File: src/rtl/bcrypt_core_io.sv
// bcrypt_core_io: I/O front-end for the bcrypt computing core.
// The input side packs DIN_WIDTH-bit chunks from the arbiter bus into 32-bit
// words and carries the start tag along. The output side holds ID and result
// words written by the core. Once the core marks the packet done and the
// consumer asks for it, the packet is streamed out as a header beat followed
// by every word LSB-first over a DOUT_WIDTH-bit bus.
module bcrypt_core_io #(
  parameter int DIN_WIDTH  = 8,
  parameter int DOUT_WIDTH = 1,
  parameter int N_ID       = 2,
  parameter int N_RES      = 6
) (
  input  logic                  CLK,
  input  logic                  rst_n,
  // input assembler
  input  logic [DIN_WIDTH-1:0]  din,
  input  logic                  din_wr_en,
  input  logic                  start,
  output logic [31:0]           word_out,
  output logic                  word_valid,
  output logic                  word_start,
  // result buffer / output stream
  input  logic                  res_wr_en,
  input  logic [3:0]            res_addr,
  input  logic [31:0]           res_din,
  input  logic                  res_done,
  input  logic                  mode_cmp,
  input  logic                  cmp_match,
  output logic                  empty,
  input  logic                  rd_en,
  output logic [DOUT_WIDTH-1:0] dout,
  output logic                  dout_valid,
  output logic                  wr_err
);

  localparam int CHUNKS = 32 / DIN_WIDTH;
  localparam int BEATS  = 32 / DOUT_WIDTH;
  localparam int DEPTH  = N_ID + N_RES;
  localparam int CW     = (CHUNKS > 1) ? $clog2(CHUNKS) : 1;
  localparam int BW     = $clog2(BEATS) + 1;

  // Entry count as a 5-bit value so that a full 16-entry buffer still compares.
  localparam logic [4:0] DEPTH_L = 5'(DEPTH);

  localparam logic [1:0] S_IDLE = 2'd0;
  localparam logic [1:0] S_FULL = 2'd1;
  localparam logic [1:0] S_HDR  = 2'd2;
  localparam logic [1:0] S_DATA = 2'd3;

  // ---------------------------------------------------------------------------
  // Input assembler
  // ---------------------------------------------------------------------------
  logic [CW-1:0] r_chnk;
  logic [31:0]   r_asm;
  logic          r_tag;
  logic [31:0]   r_word_out;
  logic          r_word_valid;
  logic          r_word_start;

  logic [31:0]   w_asm_next;
  logic          w_last_chunk;
  logic          w_tag;

  // The chunk being written replaces its own slot; every other slot keeps its
  // previously stored value. The completed word is taken from this merged view
  // so the final chunk does not have to pass through r_asm first.
  genvar gi;
  generate
    for (gi = 0; gi < CHUNKS; gi++) begin : g_slot
      assign w_asm_next[gi*DIN_WIDTH +: DIN_WIDTH] =
        (r_chnk == CW'(gi)) ? din : r_asm[gi*DIN_WIDTH +: DIN_WIDTH];
    end
  endgenerate

  assign w_last_chunk = (r_chnk == CW'(CHUNKS - 1));
  // The tag belongs to chunk 0; for single-chunk words it is taken directly.
  assign w_tag        = (r_chnk == '0) ? start : r_tag;

  // Chunk counter, slot storage and the one-cycle word_valid pulse.
  always_ff @(posedge CLK) begin
    if (!rst_n) begin
      r_chnk       <= '0;
      r_asm        <= '0;
      r_tag        <= 1'b0;
      r_word_out   <= '0;
      r_word_valid <= 1'b0;
      r_word_start <= 1'b0;
    end else begin
      r_word_valid <= 1'b0;
      if (din_wr_en) begin
        r_asm <= w_asm_next;
        if (r_chnk == '0) begin
          r_tag <= start;
        end
        if (w_last_chunk) begin
          r_chnk       <= '0;
          r_word_out   <= w_asm_next;
          r_word_valid <= 1'b1;
          r_word_start <= w_tag;
        end else begin
          r_chnk <= r_chnk + CW'(1);
        end
      end
    end
  end

  assign word_out   = r_word_out;
  assign word_valid = r_word_valid;
  assign word_start = r_word_start;

  // ---------------------------------------------------------------------------
  // Result buffer and output stream
  // ---------------------------------------------------------------------------
  logic [31:0]   r_buf [0:15];
  logic [31:0]   r_rd_data;
  logic [1:0]    r_state;
  logic          r_rd_en_r;
  logic          r_mode_cmp;
  logic          r_cmp_match;
  logic          r_wr_err;
  logic [BW-1:0] r_beat_cnt;
  logic [3:0]    r_word_cnt;
  logic [31:0]   r_shift;

  logic          w_idle;
  logic          w_addr_ok;
  logic          w_buf_we;
  logic [3:0]    w_rd_addr;
  logic [4:0]    w_n_words;
  logic [4:0]    w_load_idx;
  logic [31:0]   w_load_word;
  logic          w_last_beat;
  logic          w_last_word;
  logic [DOUT_WIDTH-1:0] w_dout;
  logic          w_dout_valid;

  assign w_idle    = (r_state == S_IDLE);
  assign w_addr_ok = ({1'b0, res_addr} < DEPTH_L);
  assign w_buf_we  = w_idle && res_wr_en && w_addr_ok;

  // The buffer is only written while idle, so its contents are frozen for the
  // whole time a packet is pending or streaming.
  always_ff @(posedge CLK) begin
    if (w_buf_we) begin
      r_buf[res_addr] <= res_din;
    end
  end

  // Read port runs one word ahead of the shifter: word 0 is fetched while
  // waiting for the consumer, and word k+1 while word k is being shifted out.
  // With at least four beats per word the read is always settled in time.
  assign w_rd_addr = (r_state == S_DATA) ? (r_word_cnt + 4'd1) : 4'd0;

  // Registered buffer read.
  always_ff @(posedge CLK) begin
    r_rd_data <= r_buf[w_rd_addr];
  end

  // Compare mode truncates the packet after the IDs and a single flag word.
  assign w_n_words   = r_mode_cmp ? 5'(N_ID + 1) : DEPTH_L;
  assign w_load_idx  = (r_state == S_HDR) ? 5'd0 : ({1'b0, r_word_cnt} + 5'd1);
  assign w_load_word = (r_mode_cmp && (w_load_idx == 5'(N_ID)))
                     ? {31'b0, r_cmp_match} : r_rd_data;
  assign w_last_beat = (r_beat_cnt == BW'(BEATS - 1));
  assign w_last_word = ({1'b0, r_word_cnt} == (w_n_words - 5'd1));

  // Packet FSM, beat/word counters, shifter and the sticky write-error flag.
  always_ff @(posedge CLK) begin
    if (!rst_n) begin
      r_state     <= S_IDLE;
      r_rd_en_r   <= 1'b0;
      r_mode_cmp  <= 1'b0;
      r_cmp_match <= 1'b0;
      r_wr_err    <= 1'b0;
      r_beat_cnt  <= '0;
      r_word_cnt  <= '0;
      r_shift     <= '0;
    end else begin
      // Requests only count once a packet is pending.
      r_rd_en_r <= (r_state == S_FULL) && rd_en;

      if (!w_idle && (res_wr_en || res_done)) begin
        r_wr_err <= 1'b1;
      end
      if (w_idle && res_wr_en && !w_addr_ok) begin
        r_wr_err <= 1'b1;
      end

      case (r_state)
        S_IDLE: begin
          if (res_done) begin
            r_mode_cmp  <= mode_cmp;
            r_cmp_match <= cmp_match;
            r_state     <= S_FULL;
          end
        end
        S_FULL: begin
          if (r_rd_en_r) begin
            r_state <= S_HDR;
          end
        end
        S_HDR: begin
          r_shift    <= w_load_word;
          r_beat_cnt <= '0;
          r_word_cnt <= '0;
          r_state    <= S_DATA;
        end
        S_DATA: begin
          if (w_last_beat) begin
            r_beat_cnt <= '0;
            if (w_last_word) begin
              r_word_cnt <= '0;
              r_state    <= S_IDLE;
            end else begin
              r_word_cnt <= r_word_cnt + 4'd1;
              r_shift    <= w_load_word;
            end
          end else begin
            r_beat_cnt <= r_beat_cnt + BW'(1);
            r_shift    <= r_shift >> DOUT_WIDTH;
          end
        end
        default: r_state <= S_IDLE;
      endcase
    end
  end

  // Output beat decode from the registered state.
  always_comb begin
    w_dout       = '0;
    w_dout_valid = 1'b0;
    case (r_state)
      S_HDR: begin
        w_dout       = DOUT_WIDTH'(1);
        w_dout_valid = 1'b1;
      end
      S_DATA: begin
        w_dout       = r_shift[DOUT_WIDTH-1:0];
        w_dout_valid = 1'b1;
      end
      default: begin
        w_dout       = '0;
        w_dout_valid = 1'b0;
      end
    endcase
  end

  assign empty      = w_idle;
  assign dout       = w_dout;
  assign dout_valid = w_dout_valid;
  assign wr_err     = r_wr_err;

endmodule

File: config.mk
export PLATFORM = sky130hd
export DESIGN_NAME = bcrypt_core_io
export DESIGN_NICKNAME = d
export VERILOG_FILES = /design/src/rtl/bcrypt_core_io.sv
export SDC_FILE = /design/constraint.sdc
export NUM_CORES = 1
export LEC_CHECK = 0
export CELL_PAD_IN_SITES_DETAIL_PLACEMENT = 1
export CELL_PAD_IN_SITES_GLOBAL_PLACEMENT = 2
export CORE_MARGIN = 2
export CORE_UTILIZATION = 42
export CTS_BUF_LIST = sky130_fd_sc_hd__clkbuf_8
export DETAILED_ROUTE_END_ITERATION = 8
export PLACE_DENSITY_LB_ADDON = 0.1
export REMOVE_ABC_BUFFERS = 1
export SLEW_MARGIN = 20
export SYNTH_ARGS = -nofsm -noshare
export SYNTH_HDL_FRONTEND = slang
export SYNTH_SLANG_ARGS = --single-unit
export TNS_END_PERCENT = 10
File: constraint.sdc
create_clock -name CLK -period 4.8 [get_ports CLK]
set_clock_uncertainty 0.2 [all_clocks]
set_input_delay 0.48 -clock CLK [delete_from_list [all_inputs] [get_ports CLK]]
set_output_delay 0.48 -clock CLK [all_outputs]
set_load 0.02 [all_outputs]
==> out/metrics.yaml, run 1 <==
yosysMostFrequentCell: "edfxtp_1"
clkLatencyLatePin_ps: 690
post_cts_buffers: 0
synth.area.top_cells: "edfxtp_1, dfxtp_1, mux2i_1"
path_depth: 4
hold_viol: 0
clockBufferDepth: 3
via_per_inst: 5.07
die_w_um: 249
synth_area_per_cell_um2: 14.8
reg2reg_depth: 6
status: "finished clean"
wl_met1_um: 25400
fmax_mhz: 286
routedWlPerCell_um: 19.3
dp.cells: 2730
yosys_warnings: 0
synth_top_area_share_pct: 60.9
wl_met3_um: 2230
placed_area_um2: 27900
worst-path-buf-inv: 2
hold_buffers: 0
powerDensity_nw_per_um2: 425
design_area_um2: 30100
tritoncts: "done"
gp_congestion: 0.716
final_util_pct: 50.9
rsz0062_at_grt: "no"
min_period_over_period_pct: 73.0
p_leak_nw: 11.1
port_buffers: 90
critPathTopFamily: "buffers and inverters"
slew_viol_final: 0
die_y_um: 249
path_cells: "ha_1, nor2_1, inv_1, clkdlybuf4s50_1"
grt_pass1_wl_um: 89400
antenna_found_initial: 3
track_usage_pct: 18.6
timing.rr.start: "r_state[1]"
dp_hpwl_um: 31800
synth-async-reset-ratio_pct: 0
clock_sinks: 653
hp-start: "cmp_match"
whs_path_depth: 3
path_class: "flop to output pin"
stdcell_count: 2939
ant_nets: 0
core_area_um2: 59200
synth_edf_count: 512
finalWorstSetupSlack_ps: 1300
firstDrtPassIters: 5
ir_drop_uv: 244
synth_cell_type_count: 48
tightest_slew_ps: 946
initial_core_util_pct: 42.6
nets: 2131
hold_path.class: "primary input to flop"
die_area_um2: 62100
critical-path-max-stage-delay_ps: 670
critPathSlowestCell: "clkdlybuf4s50_1"
dr_total_vias: 14900
ios: 91
crit_path_end_kind: "output pin"
routed-wl-met2_um: 27900
syn_to_final_growth_pct: 19.4
setup_viol_count_final: 0
crit_fanout: 16
worstSetupStartpointType: "flop"
clk_pin_slew_ps: 50
rrSetupSlack_ps: 1600
r2r-end: "r_rd_data[27]"
yosysSeqAreaShare_pct: 72.1
cts_buffers: 109
required_ps: 4120
htreeDepth: 3
synth_largest_area_cell: "edfxtp_1"
top_layer_used: "met5"
syn_inst: 1701
num_rows: 89
power_w: 0.0128
holdPathEnd: "r_cmp_match"
drc_errors: 0
maxCapViolations: 0
routed_wl_um: 56700
mappedNetlistArea_um2: 25200
clock-root-buffer: "clkbuf_8"
grt_max_degree: 65
layout-drive-gt1-share_pct: 10.8
synth_common_cells: "edfxtp_1, nand2_1, mux2i_1, dfxtp_1, a21oi_1"
fin_crit_ps: 3500
grt_pass1_vias: 15700
ys_ff_latch: 653
pre_cts_ws_ps: 1550
cp.arrival_ps: 2820
synthFlopType: "edfxtp_1"
max_slew_margin_pct: 35.6
drt_iter0_drc: 752
grt_overflow: 0
ctsResizeCount: 0
[cell families after synthesis]
family                     after synthesis  synth area share, %
and+or+nand+nor                        344                 6.20
other                                    1               0.0149
DFF                                    653                 72.1
adders and majority gates               10                0.496
xor gates and xnor gates                 3                0.104
buffers and inverters                  133                 2.46
muxes                                  190                 9.19
AOI/OAI and AO/OA                      367                 9.43
[flip-flops by register name, indices dropped and copies added, names as in the netlist]
| signal | count |
|---|---|
| wr_err | 1 |
| word_valid | 1 |
| r_cmp_match | 1 |
| r_asm | 24 |
| r_mode_cmp | 1 |
| r_tag | 1 |
| r_chnk | 2 |
| word_start | 1 |
| word_out | 32 |
| r_buf | 512 |
| r_rd_en_r | 1 |
| r_state | 2 |
| r_word_cnt | 4 |
| r_rd_data | 32 |
| r_shift | 32 |
| r_beat_cnt | 6 |
[worst reg2reg max path: cells and delay by family, from the launching register on]
family | cells | cell delay [ps]
mux | 2 | 1070
flops | 1 | 380
fa+ha+maj | 1 | 620
buf+inv | 1 | 340
simple gates | 1 | 190
compound gates | 1 | 280
[placed cells by master (no fill, tap or decap), types with 31 or more instances in the layout]
cell type	synthesis	final
nand3_1	36	36
dfxtp_1	141	140
clkdlybuf4s50_1	0	90
a22oi_1	32	32
mux4_2	33	33
inv_1	8	54
mux2i_1	156	156
nand2_1	198	197
a31oi_1	31	31
clkbuf_8	0	140
conb_1	1	256
nor2b_1	65	64
a21oi_1	97	95
a311oi_1	32	32
o21ai_0	59	59
edfxtp_1	512	512
a211oi_1	95	95
[how the worst max path moves through the flow]
stage	startpoint	endpoint
floorplan	r_word_cnt[0]	r_rd_data[0]
global placement	r_state[0]	r_rd_data[27]
detailed placement	r_state[1]	r_rd_data[27]
CTS	r_state[1]	dout_valid
global route	r_state[0]	dout_valid
finish	r_state[1]	dout_valid
[cell type report]
class,count,area [um^2]
Timing Repair Buffer,125,1230
Clock buffer,140,1930
Tap cell,773,967
Fill cell,5927,29100
Multi-Input combinational cell,1170,7470
Clock inverter,67,299
Inverter,9,33.8
Sequential cell,653,18200
Antenna cell,2,5.00
[stage by stage]
stage,hold slack (ps),TNS (ps)
finish,170,0
global route,135,0
CTS,103,0
detailed placement,247,0
global placement,237,0
floorplan,236,-234330
[metal layers]
metal,track usage (%),vias to the layer above
met5,0,-
met4,5.52,2
met3,3.67,100
met2,31.8,239
met1,24.0,7540
li1,-,7020
[where the power goes]
group	leakage (nW)	switching, W	internal [W]
Clock	1.32	0.00217	0.00266
Sequential	5.97	0.000174	0.00654
Combinational	3.79	0.000791	0.000459
Total	11.1	0.00313	0.00966
Note: power is estimated with default switching activity, not from simulation.
==> run 2: changes to the inputs <==
CORE_UTILIZATION = 45   (was 42)
clock period = 3.4 ns   (was 4.8 ns; I/O delays follow)
==> run 2 against run 1 <==
  * Via count up 0.29%
  * Clock power up 35%
  * Combinational power up 42%
  * Critical endpoint unchanged
  * Clock-buffer cell count down 14
  * Utilization up 3.6 points
  * Cell area about the same
  * Worst hold slack worse by 96 ps
  * Non-clock buffer count up 5
  * Sequential power up 41%
  * Final cell count down 1.1%
  * Sequential cell count unchanged
  * Global-route usage up 1.6 points
==> out/metrics.yaml, run 2 (synthesized netlist as in run 1, its figures left out) <==
crit_start: "r_state[0]"  # was r_state[1]
fin_setup_tns_ps: 0  # unchanged
via_per_inst: 5.14  # was 5.07
gp_congestion: 0.736  # was 0.716
sw_frac_of_total_pct: 24.6  # was 24.5%
stdcell_count: 2907  # was 2939
htreeDepth: 3  # unchanged
port_buffers: 90  # unchanged
clkLatencyLatePin_ps: 690  # about the same
multi_input_area_um2: 7460  # was 7470 um^2
post_cts_buffers: 0  # unchanged
grt_max_degree: 141  # was 65
path_class: "flop to output pin"  # unchanged
rrSetupSlack_ps: 730  # was 1600 ps
required_ps: 2860  # was 4120 ps
critical-path-max-stage-delay_ps: 630  # was 670 ps
ios: 91  # unchanged
fillCellCount: 5523  # was 5927
tightest_slew_ps: 1060  # was 946 ps
grt_pass1_wl_um: 89000  # was 89400 um
r2r-end: "r_shift[2]"  # was r_rd_data[27]
mostFrequentLayoutCells: "edfxtp_1, conb_1, nand2_1, mux2i_1, dfxtp_1"  # was edfxtp_1, conb_1, nand2_1, mux2i_1
layout_commonest_cell: "edfxtp_1"  # unchanged
p_comb_share_pct: 10.0  # was 9.8%
maxCapViolations: 0  # unchanged
clock_sinks: 653  # unchanged
dp.cells: 2709  # was 2730
clock-root-buffer: "clkbuf_8"  # unchanged
max_slew_margin_pct: 29.3  # was 35.6%
routed_wl_um: 56800  # was 56700 um
hold_viol: 0  # unchanged
ff_latch_area_um2: 18200  # unchanged
min_period_over_period_pct: 89.6
clockBufferDepth: 3  # unchanged
fin_crit_ps: 3050
critPathSlowestCell: "clkdlybuf4s50_1"  # unchanged
syn_to_final_growth_pct: 19.3  # was 19.4%
tritoncts: "done"  # unchanged
largest-register: "r_buf"  # unchanged
crit_fanout: 6  # was 16
dr_total_vias: 14900  # about the same
status: "finished clean"  # unchanged
nets: 2135  # was 2131
drt_iter0_drc: 676  # was 752
clk_pin_slew_ps: 60  # was 50 ps
rsz0062_at_grt: "no"  # unchanged
p_int_w: 0.0134  # was 0.00966 W
crit_top_cell: "inv_1"
endpoint: "dout_valid"  # unchanged
setup_viol_count_final: 0  # unchanged
num_rows: 86  # was 89
grt_overflow: 0  # unchanged
routedWlPerCell_um: 19.6  # was 19.3 um
seq_power_share_pct: 53.4  # was 52.5%
die_area_um2: 58000  # was 62100 um^2
p_leak_nw: 11.1  # about the same
power_w: 0.0178  # was 0.0128 W
fmax_mhz: 328
cts_buffers: 108  # was 109
worst-path-buf-inv: 3  # was 2
grt_pass1_vias: 16200  # was 15.7k
path_cells: "inv_1, ha_1, nor2_1, inv_1, clkdlybuf4s50_1"  # was ha_1, nor2_1, inv_1, clkdlybuf4s50_1
dp_hpwl_um: 30900  # was 31800 um
cp.arrival_ps: 2510  # was 2820 ps
critPathTopFamily: "buffers and inverters"  # unchanged
hold_buffers: 1  # was 0
die_y_um: 241  # was 249 um
initial_core_util_pct: 45.6  # was 42.6%
p_clk_share_pct: 36.6  # was 37.8%
drc_errors: 0  # unchanged
layout-drive-gt1-share_pct: 10.2  # was 10.8%
ir_drop_uv: 345  # was 244 uV
crit_path_end_kind: "output pin"  # unchanged
antenna_found_initial: 1  # was 3
ant_nets: 0  # unchanged
firstDrtPassIters: 4  # was 5
hold_path.class: "primary input to flop"  # unchanged
track_usage_pct: 20.2  # was 18.6%
ctsResizeCount: 0  # unchanged
powerDensity_nw_per_um2: 590  # was 425 nW/um^2
largest_reg_flops: 512  # unchanged
switchingPower_w: 0.00437  # was 0.00313 W
reg2reg_depth: 6  # unchanged
die_w_um: 241  # was 249 um
worstSetupStartpointType: "flop"  # unchanged
core_area_um2: 55300  # was 59200 um^2
path_depth: 5  # was 4
timing.rr.start: "r_state[0]"  # was r_state[1]
slew_viol_final: 0  # unchanged
run 2: changes by cell type in the layout (fill, tap and decap cells not counted), sizes merged:
cell	change
clkbuf	-14
inv	+5
buf	+4
clkinv	-4
bufinv	+1
clkinvlp	+1
diode	-1
dlygate4sd3	+1
run 2: worst min-delay path by stage:
stage / start / end / slack [ps] / depth (start not counted)
3_5_place_dp: r_asm[17] / r_asm[17] / 250 / 2
2_1_floorplan: r_asm[0] / r_asm[0] / 240 / 2
6_report: mode_cmp / r_mode_cmp / 70 / 3
3_3_place_gp: word_out[9] / word_out[9] / 230 / 2
5_1_grt: rd_en / r_rd_en_r / 20 / 2
4_1_cts: mode_cmp / r_mode_cmp / 7 / 3
run 2: worst reg2reg max path: stages, from the launching register on:
cell and delay, ps:
dfxtp_1 390, ha_1 200, buf_4 230, inv_1 110, o41a_2 910, o21ai_0 400
a21oi_1 80
run 2: layout make-up:
type / count / share of cell area (%)
Sequential cell: 653 / 60.5
Multi-Input combinational cell: 1170 / 24.8
Clock buffer: 126 / 5.76
Timing Repair Buffer: 130 / 4.66
Tap cell: 748 / 3.11
Clock inverter: 70 / 1.11
Inverter: 9 / 0.112
Antenna cell: 1 / 0.00831
run 2: power groups by stage:
stage          clock network, W  registers (W)  logic [W]
3_3_place_gp                  0        0.00962    0.00171
5_1_grt                 0.00706        0.00953    0.00199
3_5_place_dp                  0        0.00964    0.00177
4_1_cts                 0.00675        0.00948    0.00179
6_report                0.00651        0.00948    0.00177
2_1_floorplan                 0        0.00955    0.00116
run 2: metal layers:
metal	wire length, um	share of wire, %	global-route usage, %	vias to the layer above
li1	-	-	-	7024
met1	25800	45	26.1	7551
met2	27600	49	34.1	255
met3	1950	3.4	3.79	114
met4	1490	2.6	7.18	0
met5	0	0	0	-
run 2: through the flow:
step | area [um^2] | worst slack, ps | hold slack, ps | util, %
6_report | 30100 | 355 | 74.1 | 54.4
2_1_floorplan | 25600 | -5960 | 236 | -
3_5_place_dp | 28000 | 755 | 246 | 50.7
5_1_grt | 30100 | 162 | 24.5 | 54.4
3_3_place_gp | 28000 | 783 | 234 | 50.7
4_1_cts | 30100 | 248 | 7.20 | 54.4
